## src/rtl/adc_frame_align_if.sv

```systemverilog
// -----------------------------------------------------------------------------
// adc_frame_align_if
// Groups the control and status signals of the ADC frame aligner.
//   adc_en      level enable from the GPIO (0 forces the aligner idle)
//   restart     one-cycle pulse that starts a fresh alignment attempt
//   frm_data    deserialized frame-clock word, one new word per adc_clk
//   bitslip     one-cycle pulse to every ISERDES BITSLIP input
//   aligned     high while the frame word is locked
//   align_err   high after every bitslip position has been tried
//   slip_count  bitslips issued in the current attempt
//   relock_cnt  lock losses since reset, saturating
// Modports: master drives the controls and reads the status (GPIO/bench side);
// slave is the aligner itself.
// -----------------------------------------------------------------------------
interface adc_frame_align_if;
  logic       adc_en;
  logic       restart;
  logic [7:0] frm_data;
  logic       bitslip;
  logic       aligned;
  logic       align_err;
  logic [3:0] slip_count;
  logic [7:0] relock_cnt;

  modport master (
    output adc_en, restart, frm_data,
    input  bitslip, aligned, align_err, slip_count, relock_cnt
  );

  modport slave (
    input  adc_en, restart, frm_data,
    output bitslip, aligned, align_err, slip_count, relock_cnt
  );
endinterface

```

## src/rtl/adc_frame_align.sv

```systemverilog
// -----------------------------------------------------------------------------
// adc_frame_align
// Word-alignment sequencer for the 8-lane ADC deserializers, clocked by the
// divided DCLK. It compares the deserialized frame-clock word against
// FRAME_PATTERN and pulses bitslip until the word lines up, then watches the
// lock and re-aligns on its own when the word drifts away.
// Ports:
//   adc_clk  deserializer divided clock, all logic on the rising edge
//   adc_rst  asynchronous active-high reset
//   bus      adc_frame_align_if.slave (controls in, status out)
// All status outputs are registered.
// -----------------------------------------------------------------------------
module adc_frame_align #(
  parameter logic [7:0]  FRAME_PATTERN = 8'hF0,
  parameter int unsigned SETTLE_CYCLES = 16,  // 1..255
  parameter int unsigned MATCH_COUNT   = 64,  // 1..255
  parameter int unsigned MAX_SLIPS     = 8,   // 1..15
  parameter int unsigned LOSS_THRESH   = 4    // 1..255
) (
  input  logic             adc_clk,
  input  logic             adc_rst,
  adc_frame_align_if.slave bus
);

  typedef enum logic [2:0] {
    S_IDLE,
    S_SETTLE,
    S_CHECK,
    S_SLIP,
    S_LOCKED,
    S_FAIL
  } state_t;

  // Counters compare against "last value" so they never need a wider width
  // than their parameter maximum.
  localparam logic [7:0] SETTLE_LAST = 8'(SETTLE_CYCLES - 1);
  localparam logic [7:0] MATCH_LAST  = 8'(MATCH_COUNT - 1);
  localparam logic [7:0] LOSS_LAST   = 8'(LOSS_THRESH - 1);
  localparam logic [3:0] SLIP_MAX    = 4'(MAX_SLIPS);

  state_t     state;
  logic [7:0] settle_cnt;
  logic [7:0] match_cnt;
  logic [7:0] miss_cnt;
  logic       frm_match;

  assign frm_match = (bus.frm_data == FRAME_PATTERN);

  // NOTE: every register in this block uses non-blocking assignment so all
  // state and outputs update together from the same pre-edge values.
  always_ff @(posedge adc_clk or posedge adc_rst) begin
    if (adc_rst) begin
      state          <= S_IDLE;
      settle_cnt     <= '0;
      match_cnt      <= '0;
      miss_cnt       <= '0;
      bus.bitslip    <= 1'b0;
      bus.aligned    <= 1'b0;
      bus.align_err  <= 1'b0;
      bus.slip_count <= '0;
      bus.relock_cnt <= '0;
    end else begin
      // NOTE: the status outputs default low every cycle; the branch that
      // enters or stays in LOCKED/FAIL/SLIP re-asserts its own flag, so the
      // flags always reflect the state being registered this edge.
      bus.bitslip   <= 1'b0;
      bus.aligned   <= 1'b0;
      bus.align_err <= 1'b0;

      if (!bus.adc_en) begin
        state          <= S_IDLE;
        settle_cnt     <= '0;
        match_cnt      <= '0;
        miss_cnt       <= '0;
        bus.slip_count <= '0;
      end else if (bus.restart) begin
        // A restart in SLIP lets that cycle's bitslip pulse stand; it was
        // registered on the way in.
        state          <= S_SETTLE;
        settle_cnt     <= '0;
        match_cnt      <= '0;
        miss_cnt       <= '0;
        bus.slip_count <= '0;
      end else begin
        case (state)
          S_IDLE: begin
            // adc_en is known high here.
            state          <= S_SETTLE;
            settle_cnt     <= '0;
            match_cnt      <= '0;
            miss_cnt       <= '0;
            bus.slip_count <= '0;
          end

          S_SETTLE: begin
            if (settle_cnt == SETTLE_LAST) begin
              state      <= S_CHECK;
              settle_cnt <= '0;
              match_cnt  <= '0;
            end else begin
              settle_cnt <= settle_cnt + 8'd1;
            end
          end

          S_CHECK: begin
            if (frm_match) begin
              if (match_cnt == MATCH_LAST) begin
                state       <= S_LOCKED;
                miss_cnt    <= '0;
                bus.aligned <= 1'b1;
              end else begin
                match_cnt <= match_cnt + 8'd1;
              end
            end else if (bus.slip_count == SLIP_MAX) begin
              state         <= S_FAIL;
              bus.align_err <= 1'b1;
            end else begin
              state       <= S_SLIP;
              bus.bitslip <= 1'b1;
            end
          end

          S_SLIP: begin
            state      <= S_SETTLE;
            settle_cnt <= '0;
            if (bus.slip_count != SLIP_MAX) begin
              bus.slip_count <= bus.slip_count + 4'd1;
            end
          end

          S_LOCKED: begin
            if (frm_match) begin
              miss_cnt    <= '0;
              bus.aligned <= 1'b1;
            end else if (miss_cnt == LOSS_LAST) begin
              // Lock lost: start over from a clean slip count.
              state          <= S_SETTLE;
              settle_cnt     <= '0;
              miss_cnt       <= '0;
              bus.slip_count <= '0;
              if (bus.relock_cnt != 8'hFF) begin
                bus.relock_cnt <= bus.relock_cnt + 8'd1;
              end
            end else begin
              miss_cnt    <= miss_cnt + 8'd1;
              bus.aligned <= 1'b1;
            end
          end

          S_FAIL: begin
            // Parked until adc_en drops or restart pulses.
            bus.align_err <= 1'b1;
          end

          default: begin
            state <= S_IDLE;
          end
        endcase
      end
    end
  end

endmodule

```

## src/flat_wrapper.sv

```systemverilog
// flat-port wrapper written by rule: the top's interface ports become plain ports
module adc_frame_align_flat 
#(
  parameter logic [7:0]  FRAME_PATTERN = 8'hF0,
  parameter int unsigned SETTLE_CYCLES = 16,           
  parameter int unsigned MATCH_COUNT   = 64,           
  parameter int unsigned MAX_SLIPS     = 8,           
  parameter int unsigned LOSS_THRESH   = 4             
)
  (adc_clk, adc_rst, bus_adc_en, bus_restart, bus_frm_data, bus_bitslip, bus_aligned, bus_align_err, bus_slip_count, bus_relock_cnt);
  adc_frame_align_if bus_i ();
  input  logic adc_clk;
  input  logic adc_rst;
  input wire logic [$bits(bus_i.adc_en)-1:0] bus_adc_en;
  input wire logic [$bits(bus_i.restart)-1:0] bus_restart;
  input wire logic [$bits(bus_i.frm_data)-1:0] bus_frm_data;
  output wire logic [$bits(bus_i.bitslip)-1:0] bus_bitslip;
  output wire logic [$bits(bus_i.aligned)-1:0] bus_aligned;
  output wire logic [$bits(bus_i.align_err)-1:0] bus_align_err;
  output wire logic [$bits(bus_i.slip_count)-1:0] bus_slip_count;
  output wire logic [$bits(bus_i.relock_cnt)-1:0] bus_relock_cnt;
  assign bus_i.adc_en = bus_adc_en;
  assign bus_i.restart = bus_restart;
  assign bus_i.frm_data = bus_frm_data;
  assign bus_bitslip = bus_i.bitslip;
  assign bus_aligned = bus_i.aligned;
  assign bus_align_err = bus_i.align_err;
  assign bus_slip_count = bus_i.slip_count;
  assign bus_relock_cnt = bus_i.relock_cnt;
  adc_frame_align #(.FRAME_PATTERN(FRAME_PATTERN), .SETTLE_CYCLES(SETTLE_CYCLES), .MATCH_COUNT(MATCH_COUNT), .MAX_SLIPS(MAX_SLIPS), .LOSS_THRESH(LOSS_THRESH)) u_core (.adc_clk(adc_clk), .adc_rst(adc_rst), .bus(bus_i));
endmodule
```

## config.mk

```make
export PLATFORM = sky130hd
export DESIGN_NAME = adc_frame_align_flat
export DESIGN_NICKNAME = d
export VERILOG_FILES = /design/src/rtl/adc_frame_align_if.sv /design/src/rtl/adc_frame_align.sv /design/src/flat_wrapper.sv
export SDC_FILE = /design/constraint.sdc
export NUM_CORES = 1
export LEC_CHECK = 0
export ABC_AREA = 1
export BUFFER_PORTS_ARGS = -buffer_cell sky130_fd_sc_hd__buf_2
export CAP_MARGIN = 20
export CORE_MARGIN = 10
export CORE_UTILIZATION = 57
export DETAILED_ROUTE_END_ITERATION = 8
export PLACE_DENSITY = 0.79
export RECOVER_POWER = 25
export SLEW_MARGIN = 10
export SYNTH_ARGS = -nofsm -noshare
export SYNTH_HDL_FRONTEND = slang
export SYNTH_SLANG_ARGS = --single-unit
```

## constraint.sdc

```tcl
create_clock -name adc_clk -period 2.9 [get_ports adc_clk]
set_input_delay 0.435 -clock adc_clk [delete_from_list [all_inputs] [get_ports adc_clk]]
set_output_delay 0.435 -clock adc_clk [all_outputs]
set_load 0.02 [all_outputs]
```

==> out/summary.txt <==
Setup ws final = 1.24 ns
Pre-antenna DRT Iters = 4
Starting Density = 0.591
Pre-CTS setup slack = 1.15 ns
Reg2reg setup slack = 1.24 ns
Final nets = 455
Filler Cell Count = 424
GRT Resource Usage Total = 0.163
Remaining global-route overflow = 0
Area grow syn2layout = 11.4%
Setup Crit Path Kind = reg2reg
WP data arrival = 1.84 ns
Vias = 2603
Peak supply drop = 308 uV
Buf/Inv on CP = 0
Initial antenna violation count = 0
CP Capture Type = flop
Max stage delay on crit path = 0.40 ns
Share of post-route cells with drive strength above 1 = 0.135
DRC viols = 0
Clock power share = 0.387
Commonest cells after routing, fill and taps aside = nand2_1 (133), inv_1 (53), nor2_1 (45)
Post-Synth Simple-Gate Area = 0.409
FF-to-FF path depth = 8
RePlAce Congestion = 0.899
Total net switching power = 297 uW
Hold bufs inserted after CTS = 0
CP top delay family = simple AND/OR/NAND/NOR gates
Detailed router's first-iteration violation count = 105
Critical Path Most Common Cell = nand2_1
Die H = 90.2 um
Synthesized cell area = 0.00281 mm2
Vias in the first global route = 2627
Comb pwr share = 0.102
Ant. Diodes = 0
CP endpoint = u_core.match_cnt[4]$_DFFE_PP0P_
Final wirelength = 6440 um
Final slew viol count = 0
Final worst-path cycle share = 0.573
TritonCTS Buffers = 5
Fin Setup TNS = 0 ns
Worst hold path type = in2async
Fin cells = 504
Clock slew at reported path FFs = 0.08 ns
Cells after synthesis = 404
Hold_ws = 0.277 ns
Fin crit period = 1.66 ns
Fin. Hold Viols = 0
Register share of total power = 0.511
Worst setup SP type = flop
Vias/cell = 5.16
Number of gates resized after cts = 0
Commonest non-fill, non-tap cell in the layout = nand2_1
Cell Int Power = 884 uW
Crit path max fanout = 10
Multiplexer area fraction after synthesis = 0
CTS tree = done
Wire length of the first global-routing pass = 11500 um
Placed cells = 496
Setup Fix Bufs, Post-CTS = 0
Total die area = 0.00813 mm2
FF-to-FF End = u_core.match_cnt[4]$_DFFE_PP0P_
Compound-Gate Fraction of Synth Area = 0.0624
Final setup viols = 0
Antenna-violating nets left = 0
Avg Cell Area, Syn = 6.95 um2
Max-Cap Viols = 0
Worst skew pair latency = 0.30 ns
RSZ-0062 raised after global routing = no
Total core area = 0.00475 mm2
Worst endpoint required time = 3.08 ns
Die W = 90.2 um
Power per cell area = 377 mW/mm2
FF-to-FF Start = u_core.settle_cnt[1]$_DFFE_PP0P_
Worst setup startpoint = u_core.settle_cnt[1]$_DFFE_PP0P_
Distinct cells, synth = 27
Synthesized-area fraction occupied by adder cells = 0.0312
CP Depth = 8
Synth Register Bits = 42
Rel. slew slack = 0.637
Top-level I/O count = 27
Critical-path cell list = ha_1, nand2_1, nor2_1, nand3_1, nand2_1, nand2_1, nor2_4, o21ai_0
DP Wirelength = 4790 um
Clock skew = 0.00857 ns
TritonCTS Sinks = 42
DR WL/cell = 12.8 um
Syn. warnings = 0
Largest net degree at the start of global routing = 43
Largest family of logic cells by synthesized area = simple AND/OR/NAND/NOR gates
Rows = 25
CTS root buf = clkbuf_8
Leak = 0.00169 uW
XOR/XNOR share of the synthesized area = 0.0401
Sw Ratio = 0.251
Register area share after synthesis = 0.374
Fmax = 0.602 GHz
Syn nets = 423
Status = completed
CTS max path bufs = 2
Slowest-stage cell, CP = dfrtp_1
CTS H-Tree Depth = 2
I/O Buffers = 26
Worst-margin pin slew = 0.544 ns
per-stage QoR:
stage / total power [uW] / utilization / instance area, um2
3_5_place_dp: 734 / 0.636 / 3020
5_1_grt: 1230 / 0.658 / 3130
6_report: 1180 / 0.658 / 3130
4_1_cts: 1190 / 0.658 / 3130
2_1_floorplan: 696 / - / 2810
3_3_place_gp: 731 / 0.636 / 3020
synth_stat cells:
cell | count | area share
nor2_4 | 3 | 0.012
xor2_1 | 7 | 0.022
nand3_2 | 3 | 0.011
nand2_1 | 133 | 0.18
nor2_8 | 1 | 0.0071
nor4_1 | 1 | 0.0022
a21oi_1 | 4 | 0.0071
nor2_1 | 45 | 0.060
o21ai_2 | 2 | 0.0062
inv_1 | 53 | 0.071
nand3_1 | 33 | 0.059
nand4_1 | 16 | 0.036
dfrtp_1 | 42 | 0.37
inv_2 | 2 | 0.0027
o21ai_0 | 15 | 0.027
ha_1 | 7 | 0.031
nor3_1 | 5 | 0.0089
clkbuf_1 | 2 | 0.0027
nor2_2 | 1 | 0.0022
inv_4 | 3 | 0.0067
nand2_2 | 5 | 0.011
o21ai_1 | 8 | 0.014
o21bai_1 | 3 | 0.0080
nand3_4 | 1 | 0.0062
xor2_2 | 1 | 0.0058
xnor2_1 | 4 | 0.012
nand2_4 | 4 | 0.016
power groups by stage:
stage / sequential (uW) / clock (uW) / combinational [uW]
4_1_cts: 603 / 462 / 121
6_report: 603 / 457 / 120
5_1_grt: 605 / 490 / 136
3_3_place_gp: 614 / 0 / 117
3_5_place_dp: 614 / 0 / 120
2_1_floorplan: 616 / 0 / 79.4
state kept, by name (all words and copies together), names as in the netlist:
register and count:
u_core.bus.align_err 1, u_core.bus.aligned 1, u_core.bus.bitslip 1, u_core.bus.relock_cnt 8, u_core.bus.slip_count 4, u_core.match_cnt 8
u_core.miss_cnt 8, u_core.settle_cnt 8, u_core.state 3
worst min-delay path by stage:
stage / to / from / cells after the start / slack [ns]
finish: u_core.miss_cnt[1]$_DFFE_PP0P_ / adc_rst / 3 / 0.28
global route: u_core.bus.aligned$_DFF_PP0_ / adc_rst / 3 / 0.34
CTS: u_core.miss_cnt[1]$_DFFE_PP0P_ / adc_rst / 3 / 0.30
detailed placement: u_core.miss_cnt[4]$_DFFE_PP0P_ / u_core.miss_cnt[4]$_DFFE_PP0P_ / 2 / 0.52
global placement: u_core.miss_cnt[4]$_DFFE_PP0P_ / u_core.miss_cnt[4]$_DFFE_PP0P_ / 2 / 0.52
floorplan: u_core.miss_cnt[4]$_DFFE_PP0P_ / u_core.miss_cnt[4]$_DFFE_PP0P_ / 2 / 0.49
kinds of logic after synthesis:
logic type	after synthesis
AND/OR/NAND/NOR	251
buffers and inverters	60
flip-flops	42
AO/OA/AOI/OAI	32
XOR/XNOR	12
adder cells (fa/ha/maj)	7
area by class of cell:
cell class	count	area, um2	share of cell area
Clock buffer	7	76.3	0.0244
Inverter	58	225	0.0720
Sequential cell	42	1050	0.336
Tap cell	67	83.8	0.0268
Clock inverter	1	30.0	0.00960
Timing Repair Buffer	27	138	0.0440
Multi-Input combinational cell	302	1520	0.487
routing by layer:
layer  wire length [um]  vias up  global-route usage
li1                   -     1335                   -
met1               2900     1198               0.195
met2               3160       60               0.288
met3                292       10              0.0349
met4                 85        0              0.0438
met5                  0        -                   0
worst min-delay path, cell delays in order:
cell	delay (ns)
buf_2	0.10
inv_1	0.04
buf_4	0.46
No activity file was read; power rests on OpenSTA's default activity.
